--- src/rtl/spi_read_adc.sv ---
// SPI mode-0 master receive channel: on a start request it drops CS, clocks Width bits
// in from MISO MSB first at a programmable SCK rate, then presents the word with a one-cycle pulse.
module spi_read_adc #(
  parameter int Width  = 16,
  parameter int KWidth = 8
) (
  input  logic              clk_i,
  input  logic              rst_i,
  input  logic              strr_i,
  input  logic [KWidth-1:0] kmax_i,
  input  logic              miso_i,
  output logic              sck_o,
  output logic              cs_o,
  output logic [Width-1:0]  dout_o,
  output logic              eor_o,
  output logic              busy_o
);
  localparam int CW = $clog2(Width + 1);

  typedef enum logic [1:0] {IDLE, LOW, HIGH, STOP} state_t;

  state_t            state;
  logic [KWidth-1:0] kmax_q;
  logic [KWidth-1:0] div;
  logic [CW-1:0]     bitcnt;
  logic [Width-1:0]  shift;
  logic              tick;

  // One tick per SCK half-period; the divider restarts from 0 on the accepting edge.
  assign tick = (div == kmax_q);

  always_ff @(posedge clk_i or negedge rst_i) begin
    if (!rst_i) begin
      state  <= IDLE;
      kmax_q <= '0;
      div    <= '0;
      bitcnt <= '0;
      shift  <= '0;
      cs_o   <= 1'b1;
      sck_o  <= 1'b0;
      eor_o  <= 1'b0;
      busy_o <= 1'b0;
      dout_o <= '0;
    end else begin
      eor_o <= 1'b0;
      if (state == IDLE || tick) div <= '0;
      else                       div <= div + 1'b1;
      case (state)
        IDLE: if (strr_i) begin
          kmax_q <= kmax_i;
          bitcnt <= '0;
          cs_o   <= 1'b0;
          busy_o <= 1'b1;
          state  <= LOW;
        end
        // MISO is sampled on the same edge that raises SCK.
        LOW: if (tick) begin
          shift <= {shift[Width-2:0], miso_i};
          sck_o <= 1'b1;
          state <= HIGH;
        end
        HIGH: if (tick) begin
          sck_o  <= 1'b0;
          bitcnt <= bitcnt + 1'b1;
          state  <= (bitcnt == CW'(Width - 1)) ? STOP : LOW;
        end
        // Extra half-period with CS still low gives the ADC its hold time.
        STOP: if (tick) begin
          cs_o   <= 1'b1;
          dout_o <= shift;
          eor_o  <= 1'b1;
          busy_o <= 1'b0;
          state  <= IDLE;
        end
        default: state <= IDLE;
      endcase
    end
  end
endmodule

--- config.mk ---
export PLATFORM = sky130hd
export DESIGN_NAME = spi_read_adc
export DESIGN_NICKNAME = d
export VERILOG_FILES = /design/src/rtl/spi_read_adc.sv
export SDC_FILE = /design/constraint.sdc
export NUM_CORES = 1
export LEC_CHECK = 0
export BUFFER_PORTS_ARGS = -buffer_cell sky130_fd_sc_hd__buf_2
export CAP_MARGIN = 20
export CELL_PAD_IN_SITES_DETAIL_PLACEMENT = 0
export CELL_PAD_IN_SITES_GLOBAL_PLACEMENT = 1
export CORE_UTILIZATION = 49
export CTS_BUF_LIST = sky130_fd_sc_hd__clkbuf_8
export DETAILED_ROUTE_END_ITERATION = 12
export PLACE_DENSITY = 0.81
export SLEW_MARGIN = 20
export SYNTH_ARGS = -nofsm -noshare
export SYNTH_HDL_FRONTEND = slang
export SYNTH_SLANG_ARGS = --single-unit
--- constraint.sdc ---
create_clock -name clk_i -period 3 [get_ports clk_i]
set_clock_uncertainty 0.1 [all_clocks]
set_input_delay 0.45 -clock clk_i [delete_from_list [all_inputs] [get_ports clk_i]]
set_output_delay 0.45 -clock clk_i [all_outputs]
set_load 0.02 [all_outputs]
==> key figures, run 1 <==
Synth
  • Top-area cell type share of the netlist area: between 50% and 60%
  • Synth cell count leaders: 58 x dfrtp_1, 33 x mux2_2, 11 x nand2_1
  • Synth Area per Inst: 14.1 µm²
  • Yosys synthesis warning count: 0
  • Syn Nets: a little under 200
  • Sequential fraction of the synthesis area: between 50% and 60%
  • Post-synthesis async set-or-reset flop share: 100%
  • Most numerous cell in the Yosys netlist: dfrtp_1
  • Post-synth EDFFs: 0
  • #FFs+latches synth: 59
  • Cell variety after synth: 34
  • Cell taking the most area after synthesis: dfrtp_1
  • Mapped cell area: roughly 2600 µm²
  • Cells after Synth: around 180
  • Largest cells by area after synthesis: dfrtp_1 56%, mux2_2 14%, mux2_4 4.1%, xnor2_2 2.5%, xnor2_1 2.0%
  • Post-synth top flop: dfrtp_1

Setup path
  • CP top delay family: flip-flops
  • Register-to-register setup slack: between 0.7 and 0.8 ns
  • Crit path launch type: register
  • RR Startpoint: state[1]$_DFFE_PN0P_
  • Setup crit end kind: register
  • WS Path Type: reg2reg
  • Worst path arrival time: 2.38 ns
  • CP required: roughly 3.1 ns
  • WP buf/inv: 0
  • Slowest-stage cell, CP: dfrtp_1
  • Crit Path Max Fanout: 16
  • Max incr delay on CP: around 0.69 ns
  • Reg2reg path depth: 3
  • R2R Path End: kmax_q[1]$_DFFE_PN0P_
  • Worst-path cell chain: o21ai_1, nor2_1, mux2_2

Floorplan
  • Die X-Extent: between 70 and 80 µm
  • Total die area: 5590 µm²
  • Row cnt: 26
  • Chip height: between 70 and 80 µm
  • I/O pins: 32
  • Core Box Area: between 5000 and 6000 µm²
  • Starting density of the core: 50.8%

STA
  • # setup viols final: 0
  • Hold_ws: around 0.035 ns
  • Slew at the pin closest to its max-slew limit: 0.662 ns
  • Tcrit/Tclk final: 75.6%
  • Setup TNS: 0 ns
  • Fmax achieved: between 400 and 500 MHz
  • Fin. max-slew vios: 0
  • Final Hold Viols: 0
  • Relative slew margins: 55.6%
  • Period minus WS final: ~2.3 ns
  • Unrepaired setup endpoints after global routing: false

CTS
  • TritonCTS clock tree: yes
  • Post-CTS Hold Buffers: 0
  • Skew-Pair Late Insertion Delay: approximately 0.34 ns
  • Post-CTS sizing: 0
  • Post-CTS setup buffer count: 0
  • Sinks on Clock Net: 59
  • H-tree depth: 3
  • TritonCTS Buffers: 9
  • Clock-pin slew on the worst setup and hold paths: 0.06 ns
  • Clk root buf: clkbuf_8
  • Clock Path Buffers: 2

Place
  • I/O Buffers: 31
  • Dpl hpwl: 3.08 mm
  • Final Wtd Congestion: roughly 0.82

Power
  • Lkg Pwr: 1.32 nW
  • Peak VDD IR: ~430 µV
  • Cell Pwr Density: 874 nW/µm²

Detailed routing
  • DRC viols: 0
  • Routed WL per cell: 15.2 µm
  • Drt initial violations: between 150 and 200
  • DRT Pass-1 Iters: 4
  • DRT Wirelength: around 4.5 mm
  • Remaining antenna violation count: 0
  • Vias/cell: 5.27
  • Via count: about 1,600

Global route
  • GR Util All Layers: about 18%
  • Largest net degree at the start of global routing: 32
  • Vias in the first global route: around 1,500
  • Grt total ovfl: 0
  • First-pass GRT wire length: between 7 and 8 mm
  • Initial antenna violation count: 0

Finish
  • Layout area overhead: 17.1%
  • Diode count: 0
  • Final layout net count: roughly 240
  • Ratio of cells with drive above 1 in the final layout: around 44%

Outcome
  • Outcome: complete, no violations

Hold path
  • Hold Crit Class: in2async

Job
  • Max-Cap Viols: 0
-- stage by stage --
step | util (%) | instances | instance area, µm² | power [mW] | setup slack (ns)
2_1_floorplan | - | 184 | 2590 | 1.72 | 0.928
4_1_cts | 59.5 | 297 | 3040 | 2.68 | 0.751
3_3_place_gp | 55.3 | 282 | 2820 | 1.85 | 0.890
5_1_grt | 59.5 | 297 | 3040 | 2.80 | 0.588
6_report | 59.5 | 297 | 3040 | 2.66 | 0.733
3_5_place_dp | 55.3 | 282 | 2820 | 1.90 | 0.762
-- cell usage in the layout (no fill, tap or decap) --
cell / count
nor2_1: 3
clkinv_2: 2
dfrtp_1: 58
ha_1: 3
nor3_1: 7
and2_1: 1
and3_1: 4
nand2_1: 11
a31o_2: 2
nand4_4: 1
o21ai_1: 1
o22ai_1: 2
xor2_1: 4
o22a_1: 1
nand4_1: 1
nand4_2: 1
mux2_2: 33
and4_1: 2
mux2_4: 7
buf_4: 3
clkinv_1: 1
a21boi_0: 1
inv_1: 3
a211o_1: 2
xnor2_2: 4
clkbuf_8: 10
buf_2: 31
o211ai_1: 4
bufinv_16: 2
a21oi_1: 1
dfstp_2: 1
nand3_1: 5
xnor2_1: 6
nor3b_1: 1
o311ai_0: 4
a21o_1: 1
clkinvlp_4: 1
nor4_4: 2
-- layer usage --
| metal | vias up | track usage (%) | routed length, µm |
|---|---|---|---|
| met4 | 0 | 12.6 | 141 |
| met1 | 778 | 26.4 | 2260 |
| met3 | 12 | 4.42 | 173 |
| met5 | - | 0 | 0 |
| met2 | 31 | 24.9 | 1940 |
| li1 | 743 | - | - |
-- how the worst max path moves through the flow --
| stage | from | to | slack [ns] | cells after the start |
|---|---|---|---|---|
| after floorplan | div[5]$_DFF_PN0_ | dout_o[3]$_DFFE_PN0P_ | 0.93 | 5 |
| after global placement | state[1]$_DFFE_PN0P_ | kmax_q[4]$_DFFE_PN0P_ | 0.89 | 3 |
| after detailed placement | state[1]$_DFFE_PN0P_ | kmax_q[1]$_DFFE_PN0P_ | 0.76 | 3 |
| after CTS | state[1]$_DFFE_PN0P_ | kmax_q[1]$_DFFE_PN0P_ | 0.75 | 3 |
| after global routing | state[1]$_DFFE_PN0P_ | kmax_q[0]$_DFFE_PN0P_ | 0.59 | 3 |
| final | state[1]$_DFFE_PN0P_ | kmax_q[1]$_DFFE_PN0P_ | 0.73 | 3 |
-- sequential cells by signal (all words and copies together) (netlist names), 2 cells and up --
signal,cells
dout_o,16
shift,16
div,8
kmax_q,8
bitcnt,5
state,2
-- logic make-up after synthesis --
group	count (synthesis)	synth area share (%)
simple gates	39	9.69
xor+xnor	14	5.88
mux	40	18.4
compound gates	19	5.64
fa+ha+maj	3	1.45
flops	59	56.9
buf+inv	10	2.02
-- power by group --
| group | switching, mW | total, mW | leakage (nW) | internal, mW |
|---|---|---|---|---|
| registers | 0.189 | 1.20 | 0.708 | 1.01 |
| clock network | 0.296 | 0.778 | 0.108 | 0.482 |
| logic | 0.346 | 0.681 | 0.505 | 0.334 |
-- area by class of cell --
class,count,area (µm²)
clock inverters,5,77.6
inverters,4,15.0
repair buffers,34,178
fillers,418,2070
multi-input cells,115,1060
flip-flops and latches,59,1480
clock buffers,10,138
well taps,70,87.6
Power figures use the tool's default switching activity.
==> inputs of run 2 (changes only) <==
Settings changed: ABC_AREA set to 1, CORE_UTILIZATION 49 to 45, PLACE_DENSITY 0.81 to 0.82.
Clock period 3 ns to 2.25 ns, I/O delays scaled along.
==> run 2 against run 1 <==
Compared with the run above: non-clock buffer count up 2; sequential power rose by 24%; synthesized cell count up 78%; clock power rose by 39%; final cell count is 49% higher; clock-buffer cell count stayed put; die area rose by 14%.
==> key figures, run 2 <==
CTS
  • Post-CTS Hold Buffers: 1 (+1)
  • TritonCTS clock tree: yes
  • Skew-Pair Late Insertion Delay: 0.33 ns (about the same)
  • Post-CTS setup buffer count: 0 (unchanged)
  • Clk root buf: clkbuf_8
  • Sinks on Clock Net: 59 (unchanged)
  • TritonCTS Buffers: 9 (unchanged)
  • Clock Path Buffers: 2 (unchanged)
  • Post-CTS sizing: 0 (unchanged)
  • Clock-pin slew on the worst setup and hold paths: 0.07 ns (about the same)
  • H-tree depth: 3 (unchanged)

Floorplan
  • Total die area: 6370 µm² (+14%)
  • Row cnt: 27 (+3.8%)
  • Chip height: 79.8 µm (+6.8%)
  • Starting density of the core: 48.0% (-2.8 points)
  • Core Box Area: 5680 µm² (+11%)
  • Die X-Extent: 79.8 µm (+6.8%)
  • I/O pins: 32 (unchanged)

Power
  • Peak VDD IR: 546 µV (+27%)
  • Clock network power share: 30.3% (+1.0 points)
  • Switching share of power: 36.2% (+4.9 points)
  • Sequential share of power: 41.6% (-3.5 points)
  • Lkg Pwr: 1.88 nW (+43%)
  • Pint: 2.28 mW (+25%)
  • Tot Pwr: 3.58 mW (+35%)
  • Logic pwr share: 28.1% (+2.5 points)
  • Total net switching power: 1.30 mW (+56%)
  • Cell Pwr Density: 1130 nW/µm² (+29%)

Setup path
  • Worst path arrival time: 1.91 ns (-0.47 ns)
  • Worst-path cell chain: nand2_1, nand2_1, nor2_1, nand2_2, nor2_8, nand2_4, nand2_1, nand2_1
  • Crit-path most repeated cell: nand2_1
  • Setup crit end kind: register
  • WS Path Type: reg2reg
  • Crit path launch type: register
  • Max incr delay on CP: 0.44 ns (-0.25 ns)
  • Crit Path Max Fanout: 23 (+7)
  • CP required: 2.37 ns (-0.74 ns)
  • Slowest-stage cell, CP: dfrtp_1

STA
  • Tcrit/Tclk final: 79.6% (+4.0 points)
  • Relative slew margins: 67.1% (+12 points)
  • Fmax achieved: 559 MHz (+27%)
  • Fin. max-slew vios: 0 (unchanged)
  • Unrepaired setup endpoints after global routing: false
  • Setup TNS: 0 ns (unchanged)
  • Final Hold Viols: 0 (unchanged)
  • Period minus WS final: 1.79 ns (-0.477 ns)
  • # setup viols final: 0 (unchanged)
  • Hold_ws: 0.110 ns (+0.0750 ns)
  • Slew at the pin closest to its max-slew limit: 0.493 ns (-0.169 ns)

Global route
  • Grt total ovfl: 0 (unchanged)
  • GR Util All Layers: 19.5% (+1.0 points)
  • Initial antenna violation count: 0 (unchanged)
  • Vias in the first global route: 1,980 (+33%)
  • Largest net degree at the start of global routing: 24 (-25%)
  • First-pass GRT wire length: 9.32 mm (+26%)

Finish
  • Most frequent cells in the layout: 143 x nand2_1, 58 x dfrtp_1, 31 x buf_2, 27 x inv_1, 27 x nand3_1
  • Post-route non-filler standard cell count: 444 (+49%)
  • Final layout net count: 382 (+61%)
  • Most common cell after layout, fill and taps aside: nand2_1
  • Layout area overhead: 16.4%
  • Filler cells: 553 (+32%)
  • Biggest regs: dout_o: 16 flops, shift: 16 flops
  • Diode count: 0 (unchanged)
  • Ratio of cells with drive above 1 in the final layout: 18.8% (-25 points)

Hold path
  • Hold Crit Class: in2reg

Place
  • I/O Buffers: 31 (unchanged)
  • Final Wtd Congestion: 0.854 (+3.9%)
  • Dpl hpwl: 3.71 mm (+21%)
  • Cell count after placement: 427 (+51%)

Synth
  • Most numerous cell in the Yosys netlist: nand2_1
  • Post-synthesis mux area share: 0% (-18 points)
  • Post-synthesis adder-cell area fraction: 1.38% (-0.069 points)
  • Top-area cell type share of the netlist area: 53.3% (-2.7 points)
  • Syn Nets: 343 (+72%)
  • Largest cells by area after synthesis: dfrtp_1 53%, nand2_1 20%, nand3_1 5.0%, inv_1 3.7%, nor2_1 2.3%
  • Sequential fraction of the synthesis area: 54.2% (-2.7 points)
  • Post-synth top flop: dfrtp_1
  • Yosys synthesis warning count: 0 (unchanged)
  • Post-synth EDFFs: 0 (unchanged)
  • #FFs+latches synth: 59 (unchanged)
  • Xor/xnor cell area share of the yosys netlist: 1.61% (-4.3 points)
  • Mapped cell area: 2730 µm² (+5.0%)
  • Synth Area per Inst: 8.31 µm² (-41%)
  • Synth cell count leaders: 143 x nand2_1, 58 x dfrtp_1, 27 x inv_1, 27 x nand3_1, 17 x nor2_1
  • Cells after Synth: 328 (+78%)
  • Largest family of logic cells by synthesized area: simple AND/OR/NAND/NOR gates
  • Simple-gate share of the synthesized area: 33.5% (+24 points)
  • Synth Area in Compound Gates: 2.43% (-3.2 points)
  • Cell variety after synth: 24 (-29%)
  • Post-synthesis async set-or-reset flop share: 100% (unchanged)
  • Cell taking the most area after synthesis: dfrtp_1

Detailed routing
  • Via count: 2,138 (+37%)
  • DRC viols: 0 (unchanged)
  • Max layer used: met4
  • DRT Pass-1 Iters: 4 (unchanged)
  • Wire length on met2: 2.31 mm (+19%)
  • Drt initial violations: 119 (-21%)
  • Routed WL per cell: 12.1 µm (-20%)
  • DRT Wirelength: 5.38 mm (+19%)
  • Metal1 wirelength: 2.79 mm (+24%)
  • Vias/cell: 4.82 (-8.6%)
  • Met3 wire len: 202 µm (+17%)
  • Remaining antenna violation count: 0 (unchanged)

Outcome
  • Outcome: complete, no violations

Job
  • Max-Cap Viols: 0 (unchanged)
-- run 2: cell types whose count changed in the layout (fill, tap and decap cells not counted), sizes merged, moves of 3 or more --
cell    change
and3        -3
inv        +30
mux2       -40
nand2     +137
nand3      +22
nand4       +3
nor2       +20
nor3        -4
o211ai      -4
o21ai       +8
o311ai      -4
xnor2       -9
-- run 2: cell families after synthesis --
kind of cell               count (synthesis)
xor gates and xnor gates                   5
buffers and inverters                     41
adders and majority gates                  3
and+or+nand+nor                          209
DFF                                       59
AOI/OAI and AO/OA                         11
-- run 2: area by class of cell --
class,instances,area (µm²),area share [%]
sequential,59,1480,46.6
multi-input combinational,228,1060,33.4
timing repair buffer,36,195,6.15
clock buffer,10,138,4.34
inverter,33,124,3.90
tap,72,90.1,2.84
clock inverter,6,88.8,2.80
-- run 2: path summary, 6_finish.rpt --
path                                        from               endpoint  slack [ns]  cells past startpoint
setup / recovery                div[6]$_DFF_PN0_     busy_o$_DFFE_PN0P_        0.46                      8
hold / removal                         kmax_i[3]  kmax_q[3]$_DFFE_PN0P_        0.11                      3
setup reg to reg                div[6]$_DFF_PN0_     busy_o$_DFFE_PN0P_        0.46                      8
hold reg to reg            dout_o[8]$_DFFE_PN0P_  dout_o[8]$_DFFE_PN0P_        0.38                      2
max in group asynchronous                  rst_i  bitcnt[1]$_DFFE_PN0P_        0.97                      3
min in group asynchronous                  rst_i  dout_o[3]$_DFFE_PN0P_        0.40                      2
-- run 2: through the flow --
step	utilization [%]	setup slack (ns)	instance area, µm²
floorplan	-	0.814	2730
global placement	51.7	0.497	2940
detailed placement	51.7	0.449	2940
CTS	55.9	0.437	3170
global route	55.9	0.286	3170
finish	55.9	0.460	3170
-- run 2: per-layer routing --
| layer | global-route usage [%] | vias to the layer above |
|---|---|---|
| li1 | - | 1097 |
| met1 | 27.7 | 990 |
| met2 | 28.3 | 42 |
| met3 | 3.77 | 9 |
| met4 | 10.2 | 0 |
| met5 | 0 | - |
-- run 2: critical path, delay by kind of cell (launching register included) --
family / cells / cell delay (ns)
flip-flops: 1 / 0.44
AND/OR/NAND/NOR: 8 / 1.12
-- run 2: power by group through the flow --
stage | clock network, mW | registers (mW) | logic (mW)
4_1_cts | 1.11 | 1.49 | 1.01
5_1_grt | 1.14 | 1.53 | 1.16
6_report | 1.08 | 1.49 | 1.01
3_3_place_gp | 0 | 1.50 | 0.994
2_1_floorplan | 0 | 1.47 | 0.783
3_5_place_dp | 0 | 1.51 | 1.01
